### config.mk
export PLATFORM = sky130hd
export DESIGN_NAME = serial_adder
export DESIGN_NICKNAME = d
export VERILOG_FILES = /design/src/rtl/serial_adder_pkg.sv /design/src/rtl/serial_adder_ripple.sv /design/src/rtl/serial_adder.sv
export SDC_FILE = /design/constraint.sdc
export NUM_CORES = 1
export LEC_CHECK = 0
export BUFFER_PORTS_ARGS = -buffer_cell sky130_fd_sc_hd__buf_2
export CELL_PAD_IN_SITES_DETAIL_PLACEMENT = 0
export CELL_PAD_IN_SITES_GLOBAL_PLACEMENT = 1
export CORE_AREA = 2 2 87 89
export CTS_CLUSTER_DIAMETER = 80
export DETAILED_ROUTE_END_ITERATION = 8
export DIE_AREA = 0 0 89 91
export PLACE_DENSITY = 0.84
export SLEW_MARGIN = 20
export SYNTH_ARGS = -nofsm -noshare
export SYNTH_HDL_FRONTEND = slang
export SYNTH_SLANG_ARGS = --single-unit
### constraint.sdc
create_clock -name clk -period 4.2 [get_ports clk]
set_clock_uncertainty 0.15 [all_clocks]
set_input_delay 0.21 -clock clk [delete_from_list [all_inputs] [get_ports clk]]
set_output_delay 0.21 -clock clk [all_outputs]
set_load 0.01 [all_outputs]
### src/rtl/serial_adder_pkg.sv
// ----------------------------------------------------------------------------
// serial_adder_pkg
// Shared types and constants for the digit-serial adder/subtractor.
//   state_t  : control FSM states (IDLE, RUN, DONE)
//   MODE_ADD : sub input value selecting A + B + cin
//   MODE_SUB : sub input value selecting A - B
// ----------------------------------------------------------------------------
package serial_adder_pkg;

   typedef enum logic [1:0] {
      IDLE = 2'd0,
      RUN  = 2'd1,
      DONE = 2'd2
   } state_t;

   localparam logic MODE_ADD = 1'b0;
   localparam logic MODE_SUB = 1'b1;

endpackage : serial_adder_pkg

### src/rtl/serial_adder_ripple.sv
// ----------------------------------------------------------------------------
// ripple_digit_adder
// Combinational DIGIT-bit ripple adder made of 1-bit full-adder cells.
// Ports:
//   a, b   : DIGIT-bit addend digits
//   cin    : carry into bit 0
//   sum    : DIGIT-bit digit sum
//   cout   : carry out of the digit MSB
//   c_msb  : carry into the digit MSB (used for signed overflow)
// ----------------------------------------------------------------------------
module ripple_digit_adder #(
   parameter int DIGIT = 4
) (
   input  logic [DIGIT-1:0] a,
   input  logic [DIGIT-1:0] b,
   input  logic             cin,
   output logic [DIGIT-1:0] sum,
   output logic             cout,
   output logic             c_msb
);

   // c_s[i] is the carry into bit i; c_s[DIGIT] leaves the digit.
   logic [DIGIT:0] c_s;

   assign c_s[0] = cin;

   for (genvar i = 0; i < DIGIT; i++) begin : g_fa
      assign sum[i]    = a[i] ^ b[i] ^ c_s[i];
      assign c_s[i+1]  = (a[i] & b[i]) | (a[i] & c_s[i]) | (b[i] & c_s[i]);
   end

   assign cout  = c_s[DIGIT];
   assign c_msb = c_s[DIGIT-1];

endmodule : ripple_digit_adder

### src/rtl/serial_adder.sv
// ----------------------------------------------------------------------------
// serial_adder
// Multi-cycle adder/subtractor processing DIGIT bits per clock, LS digit
// first, using one shared ripple_digit_adder slice.
// Ports:
//   clk, rst_n          : rising-edge clock, synchronous active-low reset
//   in_valid / in_ready : operand handshake (accepted only when idle)
//   a, b, cin, sub      : operands; sub=1 computes a - b and ignores cin
//   out_valid/out_ready : result handshake (result held until taken)
//   sum, cout, ovf, zero: result, MSB carry (sub: 1 = no borrow),
//                         signed overflow, result-is-zero flag
// ----------------------------------------------------------------------------
module serial_adder
   import serial_adder_pkg::*;
#(
   parameter int WIDTH = 16,
   parameter int DIGIT = 4
) (
   input  logic             clk,
   input  logic             rst_n,
   input  logic             in_valid,
   output logic             in_ready,
   input  logic [WIDTH-1:0] a,
   input  logic [WIDTH-1:0] b,
   input  logic             cin,
   input  logic             sub,
   output logic             out_valid,
   input  logic             out_ready,
   output logic [WIDTH-1:0] sum,
   output logic             cout,
   output logic             ovf,
   output logic             zero
);

   localparam int NDIG = WIDTH / DIGIT;
   localparam int CW   = $clog2(NDIG) + 1;
   localparam logic [CW-1:0] LAST_DIG = CW'(NDIG - 1);

   if (((WIDTH % DIGIT) != 0) || (WIDTH < 2) || (DIGIT < 1)) begin : g_bad_params
      $error("serial_adder: WIDTH must be >= 2 and an exact multiple of DIGIT");
   end

   state_t            state_r;
   state_t            state_next_s;
   logic              capture_s;
   logic              finish_s;

   logic [WIDTH-1:0]  a_r;
   logic [WIDTH-1:0]  b_r;
   logic              carry_r;
   logic [CW-1:0]     cnt_r;
   logic [WIDTH-1:0]  psum_r;

   logic              in_ready_r;
   logic              out_valid_r;
   logic [WIDTH-1:0]  sum_r;
   logic              cout_r;
   logic              ovf_r;
   logic              zero_r;

   logic [DIGIT-1:0]  dsum_s;
   logic              dcout_s;
   logic              dcmsb_s;
   logic [WIDTH-1:0]  psum_next_s;

   ripple_digit_adder #(.DIGIT(DIGIT)) u_digit (
      .a     (a_r[DIGIT-1:0]),
      .b     (b_r[DIGIT-1:0]),
      .cin   (carry_r),
      .sum   (dsum_s),
      .cout  (dcout_s),
      .c_msb (dcmsb_s)
   );

   // New digit enters at the top so after NDIG shifts the LS digit sits at bit 0.
   // Written with shifts so DIGIT == WIDTH needs no separate path.
   assign psum_next_s = (psum_r >> DIGIT) | (WIDTH'(dsum_s) << (WIDTH - DIGIT));

   // Next-state and control strobes for the IDLE/RUN/DONE sequencer.
   always_comb begin
      state_next_s = state_r;
      capture_s    = 1'b0;
      finish_s     = 1'b0;
      case (state_r)
         IDLE: begin
            if (in_valid) begin
               state_next_s = RUN;
               capture_s    = 1'b1;
            end else begin
               state_next_s = IDLE;
            end
         end
         RUN: begin
            if (cnt_r == LAST_DIG) begin
               state_next_s = DONE;
               finish_s     = 1'b1;
            end else begin
               state_next_s = RUN;
            end
         end
         DONE: begin
            if (out_ready) begin
               state_next_s = IDLE;
            end else begin
               state_next_s = DONE;
            end
         end
         default: begin
            state_next_s = IDLE;
         end
      endcase
   end

   // State register plus handshake outputs registered from the next state.
   always_ff @(posedge clk) begin
      if (!rst_n) begin
         state_r     <= IDLE;
         in_ready_r  <= 1'b1;
         out_valid_r <= 1'b0;
      end else begin
         state_r     <= state_next_s;
         in_ready_r  <= (state_next_s == IDLE);
         out_valid_r <= (state_next_s == DONE);
      end
   end

   // Operand shift registers, carry, digit counter and result registers.
   always_ff @(posedge clk) begin
      if (!rst_n) begin
         a_r     <= {WIDTH{1'b0}};
         b_r     <= {WIDTH{1'b0}};
         carry_r <= 1'b0;
         cnt_r   <= {CW{1'b0}};
         psum_r  <= {WIDTH{1'b0}};
         sum_r   <= {WIDTH{1'b0}};
         cout_r  <= 1'b0;
         ovf_r   <= 1'b0;
         zero_r  <= 1'b0;
      end else if (capture_s) begin
         // Subtraction is A + ~B + 1: invert B once here, force carry-in to 1.
         a_r     <= a;
         b_r     <= (sub == MODE_SUB) ? ~b : b;
         carry_r <= (sub == MODE_SUB) ? 1'b1 : cin;
         cnt_r   <= {CW{1'b0}};
         psum_r  <= {WIDTH{1'b0}};
      end else if (state_r == RUN) begin
         a_r     <= a_r >> DIGIT;
         b_r     <= b_r >> DIGIT;
         carry_r <= dcout_s;
         cnt_r   <= cnt_r + CW'(1);
         psum_r  <= psum_next_s;
         if (finish_s) begin
            sum_r  <= psum_next_s;
            cout_r <= dcout_s;
            ovf_r  <= dcout_s ^ dcmsb_s;
            zero_r <= (psum_next_s == {WIDTH{1'b0}});
         end
      end
   end

   assign in_ready  = in_ready_r;
   assign out_valid = out_valid_r;
   assign sum       = sum_r;
   assign cout      = cout_r;
   assign ovf       = ovf_r;
   assign zero      = zero_r;

endmodule : serial_adder

After elaboration in Yosys (flattened, before gate mapping)
Cells that the tools add are included.
{"block": "totals", "ramBits": 0, "elab_cells": 72, "output_inout_bits": 21, "mem_count": 0, "mem_bits_ro": 0, "regBits": 75, "latchBits": 0}
{"block": "classes", "shifts": 0, "add_sub_neg": 1, "n_eq_ne": 4, "magnitude_cmp": 0, "div": 0, "bitwise_logic": 33, "multipliers": 0, "n_reduce_logical": 6, "n_mux": 16}
{"operator": "$mux 16", "count": 5}
{"operator": "$logic_not 16->1", "count": 1}
{"operator": "$not 16->16", "count": 1}
{"operator": "$or 12x16->16", "count": 1}
{"operator": "$and 1x1->1", "count": 12}
{"operator": "$xor 1x1->1", "count": 9}
{"operator": "$mux 1", "count": 8}
{"operator": "$or 1x1->1", "count": 8}
{"operator": "$pmux 2 s3", "count": 1}
{"operator": "$eq 2x2->1 const B", "count": 2}
{"operator": "$logic_not 2->1", "count": 2}
{"operator": "$mux 2", "count": 2}
{"operator": "$add 3x1->3 const B", "count": 1}
{"operator": "$eq 3x2->1 const B", "count": 1}
{"operator": "$reduce_and 3->1", "count": 1}
{"operator": "$eq 2x1->1 const B", "count": 1}
{"operator": "$not 1->1", "count": 2}
{"operator": "$reduce_bool 2->1", "count": 1}
{"operator": "$reduce_or 2->1", "count": 1}

Longest topological paths before layout
Gate-level depths: netlist of run 1.
{"block": "depth", "word_depth": 14, "depth_mapped": 10, "mapped_depth_nobuf": 10}

Cells and area by module
From an unflattened synthesis of run 1, not the netlist that was laid out.
{"block": "hier_totals", "cells_unflattened": 333, "area_unflattened_um2": 3035.4}
{"mod": "serial_adder", "seq_area_each_um2": 1421.4, "cells_each": 319, "instances": 1, "area_each_um2": 2917.8}
{"mod": "ripple_digit_adder", "seq_area_each_um2": 0.0, "cells_each": 14, "instances": 1, "area_each_um2": 117.6}

Least setup slack after synthesis of run 1
No wires, ideal clock.
{"block": "synth_timing", "path_type": "flip-flop to flip-flop", "from": "register a_r[0]", "to": "register zero_r, in the netlist zero", "arrival_ns": 2.090, "required_ns": 3.933, "path_stages_with_launch": 11, "setup_ns": 0.117, "slack_ns": 1.843, "n_path_buf": 0, "cell_sequence": "dfxtp_1 -> inv_1 -> fa_1 -> inv_1 -> fa_1 -> fa_1 -> inv_1 -> fa_1 -> nor2b_1 -> nand4_1 -> o21ai_1"}
{"block": "synth_between", "elab_chain_cells": 12, "word_cells_on_any_way": 19}
{"element": "start: declaration", "line_no": "serial_adder.sv:48", "source": "logic [WIDTH-1:0] a_r;"}
{"element": "start signal: assignment", "line_no": "serial_adder.sv:130", "source": "a_r <= {WIDTH{1'b0}};"}
{"element": "start signal: assignment", "line_no": "serial_adder.sv:147", "source": "a_r <= a_r >> DIGIT;"}
{"element": "$and 1x1->1", "line_no": "serial_adder_ripple.sv:29", "source": "assign c_s[i+1] = (a[i] & b[i]) | (a[i] & c_s[i]) | (b[i] & c_s[i]);"}
{"element": "$or 1x1->1 (2 in a row)", "line_no": "serial_adder_ripple.sv:29"}
{"element": "$and 1x1->1", "line_no": "serial_adder_ripple.sv:29"}
{"element": "$or 1x1->1 (2 in a row)", "line_no": "serial_adder_ripple.sv:29"}
{"element": "$and 1x1->1", "line_no": "serial_adder_ripple.sv:29"}
{"element": "$or 1x1->1 (2 in a row)", "line_no": "serial_adder_ripple.sv:29"}
{"element": "$xor 1x1->1", "line_no": "serial_adder_ripple.sv:28", "source": "assign sum[i] = a[i] ^ b[i] ^ c_s[i];"}
{"element": "$or 12x16->16 *", "line_no": "serial_adder.sv:77", "source": "assign psum_next_s = (psum_r >> DIGIT) | (WIDTH'(dsum_s) << (WIDTH - DIGIT));"}
{"element": "$logic_not 16->1 *", "line_no": "serial_adder.sv:156", "source": "zero_r <= (psum_next_s == {WIDTH{1'b0}});"}
{"element": "end signal: assignment", "line_no": "serial_adder.sv:156"}
{"element": "end: declaration", "line_no": "serial_adder.sv:59", "source": "logic zero_r;"}
Every way passes the cells marked *; elsewhere a longest branch is shown, timed or not.
A chain may end at the register's enable or synchronous reset.

Worst setup path after layout of run 1
Ends and elaborated chain as after synthesis.

==> results of run 1 <==
==> what timing repair did <==
| action | in CTS | in global routing |
|---|---|---|
| hold buffers | 6 | 0 |
| resized for setup | 0 | 0 |
| hold endpoints to repair | 6 | 0 |
==> cell usage after synthesis <==
cell      instances  area, um^2
nand2b_1          2        12.5
a21oi_1          23         115
dfxtp_1          71        1420
a211oi_1          3        22.5
xnor2_1           2        17.5
o21bai_1          1        7.51
o21ai_0          14        70.1
nand4_1           1        6.26
o21a_1            3        22.5
nor3b_4           1        18.8
a21boi_1         11        82.6
fa_1              4        80.1
a32o_1            1        10.0
nand2_1          56         210
ha_1              2        25.0
nand3_1          14        70.1
nor4b_1           1        8.76
buf_4             2        15.0
and3b_1           1        8.76
xor2_1           16         140
nor3b_1           1        7.51
nand3b_1          1        7.51
nor4_1            2        12.5
nor2b_1          11        68.8
o21ba_2           1        10.0
o21ai_1          13        65.1
clkbuf_1          8        30.0
nor2_1            6        22.5
mux2i_1          25         250
o211a_1           3        30.0
a21boi_0          4        30.0
a22oi_1           8        60.1
buf_2            12        60.1
inv_1             8        30.0
buf_6             4        45.0
==> flip-flops by register name (all words and copies together) (netlist names) <==
name / count
a_r: 16
b_r: 16
carry_r: 1
cnt_r: 3
cout: 1
in_ready: 1
out_valid: 1
ovf: 1
psum_r: 12
state_r: 2
sum: 16
zero: 1
==> metal layers <==
| layer | global-route usage (%) | up-vias |
|---|---|---|
| met5 | 0 | - |
| met4 | 4.48 | 0 |
| met3 | 7.18 | 3 |
| met2 | 25.6 | 55 |
| met1 | 19.6 | 1067 |
| li1 | - | 1246 |
==> critical path, delay by kind of cell, from the launching register on <==
kind / cells / cell delay, ns
AND/OR/NAND/NOR: 2 / 0.24
flip-flops: 1 / 0.31
buffers and inverters: 3 / 0.21
AO/OA/AOI/OAI: 1 / 0.07
adder cells (fa/ha/maj): 4 / 1.40
==> power by group through the flow <==
stage	clock network (mW)	registers (mW)	logic, mW
CTS	0.580	0.721	0.169
finish	0.561	0.721	0.166
detailed placement	0	0.737	0.164
global placement	0	0.736	0.162
global route	0.611	0.725	0.188
floorplan	0	0.731	0.130
==> cell families after synthesis <==
kind of cell               Yosys count
xor gates and xnor gates            18
and+or+nand+nor                     97
DFF                                 71
muxes                               25
buffers and inverters               34
AOI/OAI and AO/OA                   85
adders and majority gates            6
==> per-stage QoR <==
stage          area [um^2]  cells  power, mW  worst slack (ns)  util [%]
2_1_floorplan         3090    336      0.861              1.84         -
3_3_place_gp          3380    470      0.898              1.77      47.4
3_5_place_dp          3380    470      0.901              1.72      47.4
4_1_cts               3650    492       1.47              1.72      51.2
5_1_grt               3650    492       1.52              1.54      51.2
6_report              3650    492       1.45              1.73      51.2
==> area by class of cell <==
type	count	area (um^2)
fill	718	3480
multi-input combinational	231	1500
sequential	71	1420
timing repair buffer	67	373
clock buffer	13	169
tap	99	124
clock inverter	3	40.0
inverter	8	30.0
==> final timing paths <==
path / startpoint / end / slack, ns / cells after the start
setup / recovery: a_r[0] / zero / 1.73 / 10
hold / removal: a[8] / a_r[8] / 0.02 / 3
setup reg to reg: a_r[0] / zero / 1.73 / 10
hold reg to reg: sum[6] / sum[6] / 0.30 / 2
==> impl_metrics.py, run 1 <==
metrics = {
    "outcome": {
        "status": "complete, no violations",
    },
    "power": {
        "powerDensity_nw_per_um2": 396,
        "p_leak_nw": 1.50,
        "clkPwrFrac_pct": 38.7,
        "combinationalPowerShare_pct": 11.5,
        "peakVddDrop_mv": 0.193,
        "power.net_switching_mw": 0.348,
        "power.internal_mw": 1.10,
        "pwr-share-seq_pct": 49.8,
        "swShare_pct": 24.0,
    },
    "yosys": {
        "synth_compound_area_share_pct": 17.0,
        "synth_area_per_cell_um2": 9.21,
        "ys_seq_area_share_pct": 45.9,
        "synthSimpleGateAreaFrac_pct": 14.7,
        "syn_nets": 380,
        "synth_area_um2": 3090,
        "muxShareOfSynthArea_pct": 8.09,
        "synth-xor-area-share_pct": 5.10,
        "synth_top_family_by_area": "compound AO/OA/AOI/OAI gates",
        "synthAdderAreaFrac_pct": 3.40,
        "synth.distinct_cells": 35,
        "ys_seq_elements": 71,
        "synth_warnings": 0,
        "syn_inst": 336,
    },
    "layout": {
        "syn2layout_area_growth_pct": 18.0,
        "final_common_cell": "dfxtp_1",
        "fin_nets": 432,
        "final_cell_mix": "dfxtp_1, buf_2, nand2_1",
        "drive_gt1_share_pct": 20.1,
        "n_antenna_cell": 0,
    },
    "detailed_routing": {
        "first_iter_violations": 89,
        "vias_per_cell": 4.82,
        "wl_mm": 6.03,
        "vias": 2371,
        "m1WireLength_mm": 2.76,
        "drtAntennaViolNets": 0,
        "route.detailed.drc": 0,
        "dr.pass1.iters": 4,
        "routed.top_layer": "met4",
        "met2_length_mm": 2.89,
        "wl_per_cell_um": 12.2,
        "met3_length_um": 347,
    },
    "placed_design": {
        "gp_congestion": 0.740,
        "portBuffers": 58,
        "hpwl_mm": 4.13,
    },
    "floorplanning": {
        "dieArea_um2": 8100,
        "initial_core_util_pct": 43.4,
        "core_area_um2": 7140,
        "boundaryPins": 59,
        "die_h_um": 91,
        "std_cell_rows": 31,
        "die_width_um": 89,
    },
    "setup_path": {
        "required_ns": 4.28,
        "critPathArrivalTime_ns": 2.55,
        "path_class": "flop to flop",
        "crit_chain": "inv_1, fa_1, inv_1, fa_1, fa_1, inv_1, fa_1, nor2b_1, nand4_1, o21ai_1",
        "cp_slowest_stage_delay_ns": 0.44,
        "end_kind": "flop",
        "cpMostUsedCell": "fa_1",
        "worst-path-max-fanout": 3,
        "start_kind": "flop",
        "crit_slowest_cell": "fa_1",
    },
    "cts": {
        "insertion_delay_ns": 0.34,
        "post_cts_buffers": 0,
        "cts_made_buffers": 9,
        "htreeDepth": 3,
        "clock_path_buffers": 2,
        "cts_sinks": 71,
        "cts_tree": "built",
        "path_clk_slew_ns": 0.07,
        "root_buffer": "clkbuf_8",
    },
    "sta": {
        "finalCritPeriodShare_pct": 58.9,
        "hold_viol_final": 0,
        "whs_ns": 0.0157,
        "tns_ns": 0,
        "period_minus_slack_ns": 2.47,
        "fmax_mhz": 404,
        "setup_viol": 0,
        "relSlewSlack_pct": 47.4,
        "tightest_slew_ns": 0.789,
        "slew_viol_final": 0,
        "rsz0062_at_grt": "false",
    },
    "grt": {
        "grt_pass1_wl_mm": 10.1,
        "grt_max_degree": 37,
        "grt-ovfl-total": 0,
        "antenna_found_initial": 0,
        "first_global_vias": 2182,
        "grt_usage_pct": 16.1,
    },
    "flow_run": {
        "maxCapViolCount": 0,
    },
    "hold_path": {
        "holdCritPathClass": "input pin to flop",
    },
}
No activity file was read; power rests on OpenSTA's default activity.
==> inputs of run 2 (changes only) <==
- ABC_AREA: unset -> 1
- CORE_AREA: 2 2 87 89 -> 2 2 94 96
- DIE_AREA: 0 0 89 91 -> 0 0 96 98
- PLACE_DENSITY: 0.84 -> 0.8
- clock period: 4.2 -> 2.5 ns (I/O delays scaled with it)
==> impl_metrics.py, run 2 <==
metrics = {
    "outcome": {
        "status": "complete, no violations",
    },
    "yosys": {
        "yosys-top-cells-count": "nand2_1, dfxtp_1, nor2_1, a21oi_1, inv_1",
        "synth-async-reset-ratio_pct": 0,
        "synth_top_area_cell": "dfxtp_1",
        "synth_area_per_cell_um2": 6.95,
        "synth_most_common_cell": "nand2_1",
        "synth_edf_count": 0,
        "synth.distinct_cells": 19,
        "ys_seq_area_share_pct": 44.3,
        "synth_ff_type": "dfxtp_1",
        "synth_area_um2": 3210,
        "synth_warnings": 0,
        "syn_inst": 462,
        "syn_nets": 506,
        "ys_seq_elements": 71,
        "synth_area_leaders": "dfxtp_1, nand2_1, a21oi_1",
        "synth_top_area_share_pct": 44.3,
    },
    "floorplanning": {
        "die_h_um": 98,
        "boundaryPins": 59,
        "core_area_um2": 8470,
        "std_cell_rows": 34,
        "die_width_um": 96,
        "dieArea_um2": 9410,
        "initial_core_util_pct": 37.9,
    },
    "setup_path": {
        "end_kind": "flop",
        "start_kind": "flop",
        "required_ns": 2.65,
        "critPathArrivalTime_ns": 2.65,
        "r2r_slack_ns": 0.008,
        "r2r-start": "b_r[0]",
        "worst-path-max-fanout": 2,
        "crit_path_start": "b_r[0]",
        "path_class": "flop to flop",
    },
    "sta": {
        "fmax_mhz": 401,
        "setup_viol": 0,
        "relSlewSlack_pct": 49.5,
        "period_minus_slack_ns": 2.49,
        "slew_viol_final": 0,
        "rsz0062_at_grt": "true",
        "tightest_slew_ns": 0.756,
        "hold_viol_final": 0,
        "tns_ns": 0,
        "finalCritPeriodShare_pct": 99.7,
    },
    "layout": {
        "final_area_um2": 4030,
        "n_antenna_cell": 0,
        "drive_gt1_share_pct": 17.8,
        "final_cells": 654,
        "fin_nets": 585,
        "final_common_cell": "nand2_1",
        "syn2layout_area_growth_pct": 25.5,
        "final_cell_mix": "nand2_1, dfxtp_1, buf_2",
    },
    "placed_design": {
        "place_area_um2": 3560,
        "portBuffers": 58,
        "dp.cells": 611,
        "hpwl_mm": 5.04,
        "gp_congestion": 0.769,
    },
    "detailed_routing": {
        "wl_per_cell_um": 11.7,
        "first_iter_violations": 97,
        "wl_mm": 7.63,
        "dr.pass1.iters": 5,
        "vias": 2993,
        "vias_per_cell": 4.58,
        "drtAntennaViolNets": 0,
        "route.detailed.drc": 0,
    },
    "hold_path": {
        "holdCritPathClass": "input pin to flop",
        "hold_start": "b[8]",
    },
    "power": {
        "powerDensity_nw_per_um2": 619,
        "p_leak_nw": 1.96,
        "peakVddDrop_mv": 0.228,
        "p_total_mw": 2.50,
    },
    "cts": {
        "insertion_delay_ns": 0.36,
        "clock_path_buffers": 2,
        "cts_made_buffers": 9,
        "root_buffer": "clkbuf_8",
        "cts_tree": "built",
        "htreeDepth": 3,
        "cts_sinks": 71,
        "path_clk_slew_ns": 0.09,
    },
    "grt": {
        "grt_pass1_wl_mm": 12.9,
        "grt_usage_pct": 17.5,
        "grt_max_degree": 31,
        "first_global_vias": 2776,
        "antenna_found_initial": 0,
        "grt-ovfl-total": 0,
    },
    "flow_run": {
        "maxCapViolCount": 0,
    },
}
## run 2: cell types whose count changed after synthesis, moves of 8 or more
cell,change
nor2_1,+44
inv_1,+36
mux2i_1,-25
nand2_1,+104
a21oi_1,+22
o21ai_1,-13
nor2b_1,-11
a22oi_1,-8
a21boi_1,-11
## run 2: cell families after synthesis
| kind of cell | after synthesis | synth area share [%] |
|---|---|---|
| buffers and inverters | 73 | 9.63 |
| adders and majority gates | 6 | 3.27 |
| DFF | 71 | 44.3 |
| xor gates and xnor gates | 17 | 4.64 |
| and+or+nand+nor | 235 | 28.6 |
| AOI/OAI and AO/OA | 60 | 9.59 |
## run 2: where the power goes
part / switching (mW) / internal [mW] / total, mW / leakage [nW]
Combinational: 0.228 / 0.168 / 0.396 / 1.29
Sequential: 0.0290 / 1.19 / 1.22 / 0.580
Clock: 0.503 / 0.381 / 0.884 / 0.0927
Total: 0.760 / 1.74 / 2.50 / 1.96
## run 2: what timing repair did
item                                    4_1_cts  5_1_grt
gates cloned                                  0        0
resized for setup                             1        6
setup buffers                                 0        0
pin swaps                                     0        8
endpoints found under the setup margin        3        3
hold endpoints to repair                     30        0
hold buffers                                 27        0
## run 2: metal layers
layer / part of all wire, % / wire, um / vias to the layer above / GRT usage [%]
met4: 1.1 / 85 / 0 / 6.92
met5: 0 / 0 / - / 0
met2: 49 / 3730 / 60 / 29.4
met1: 46 / 3540 / 1358 / 21.7
li1: - / - / 1569 / -
met3: 3.6 / 275 / 6 / 3.40
## run 2: layout make-up
| class | count | area [um^2] |
|---|---|---|
| sequential | 71 | 1420 |
| timing repair buffer | 92 | 613 |
| inverter | 49 | 184 |
| clock buffer | 9 | 124 |
| fill | 879 | 4440 |
| multi-input combinational | 318 | 1490 |
| tap | 108 | 135 |
| clock inverter | 7 | 62.6 |
## run 2: path summary, 6_finish.rpt
check | endpoint | cells after the start
hold reg to reg | sum[6] | 2
hold / removal | b_r[8] | 6
setup reg to reg | psum_r[15] | 11
setup / recovery | psum_r[15] | 11
## run 2: through the flow
stage,hold slack [ns],worst slack (ns),utilization (%)
after floorplan,0.0512,0.106,-
final,0.00898,0.00765,47.6
after CTS,0.000718,0.00395,47.5
after global routing,0.0288,-0.151,47.6
after detailed placement,0.236,-0.0379,42.1
after global placement,0.232,0.0222,42.1
## run 2: critical path: stages (launching register included)
cell and delay (ns):
dfxtp_1 0.30, inv_1 0.09, fa_2 0.21, inv_2 0.04, fa_2 0.36, fa_2 0.38, inv_2 0.08, fa_1 0.44
buf_4 0.15, o21ai_0 0.15, nand2_1 0.06, inv_1 0.04
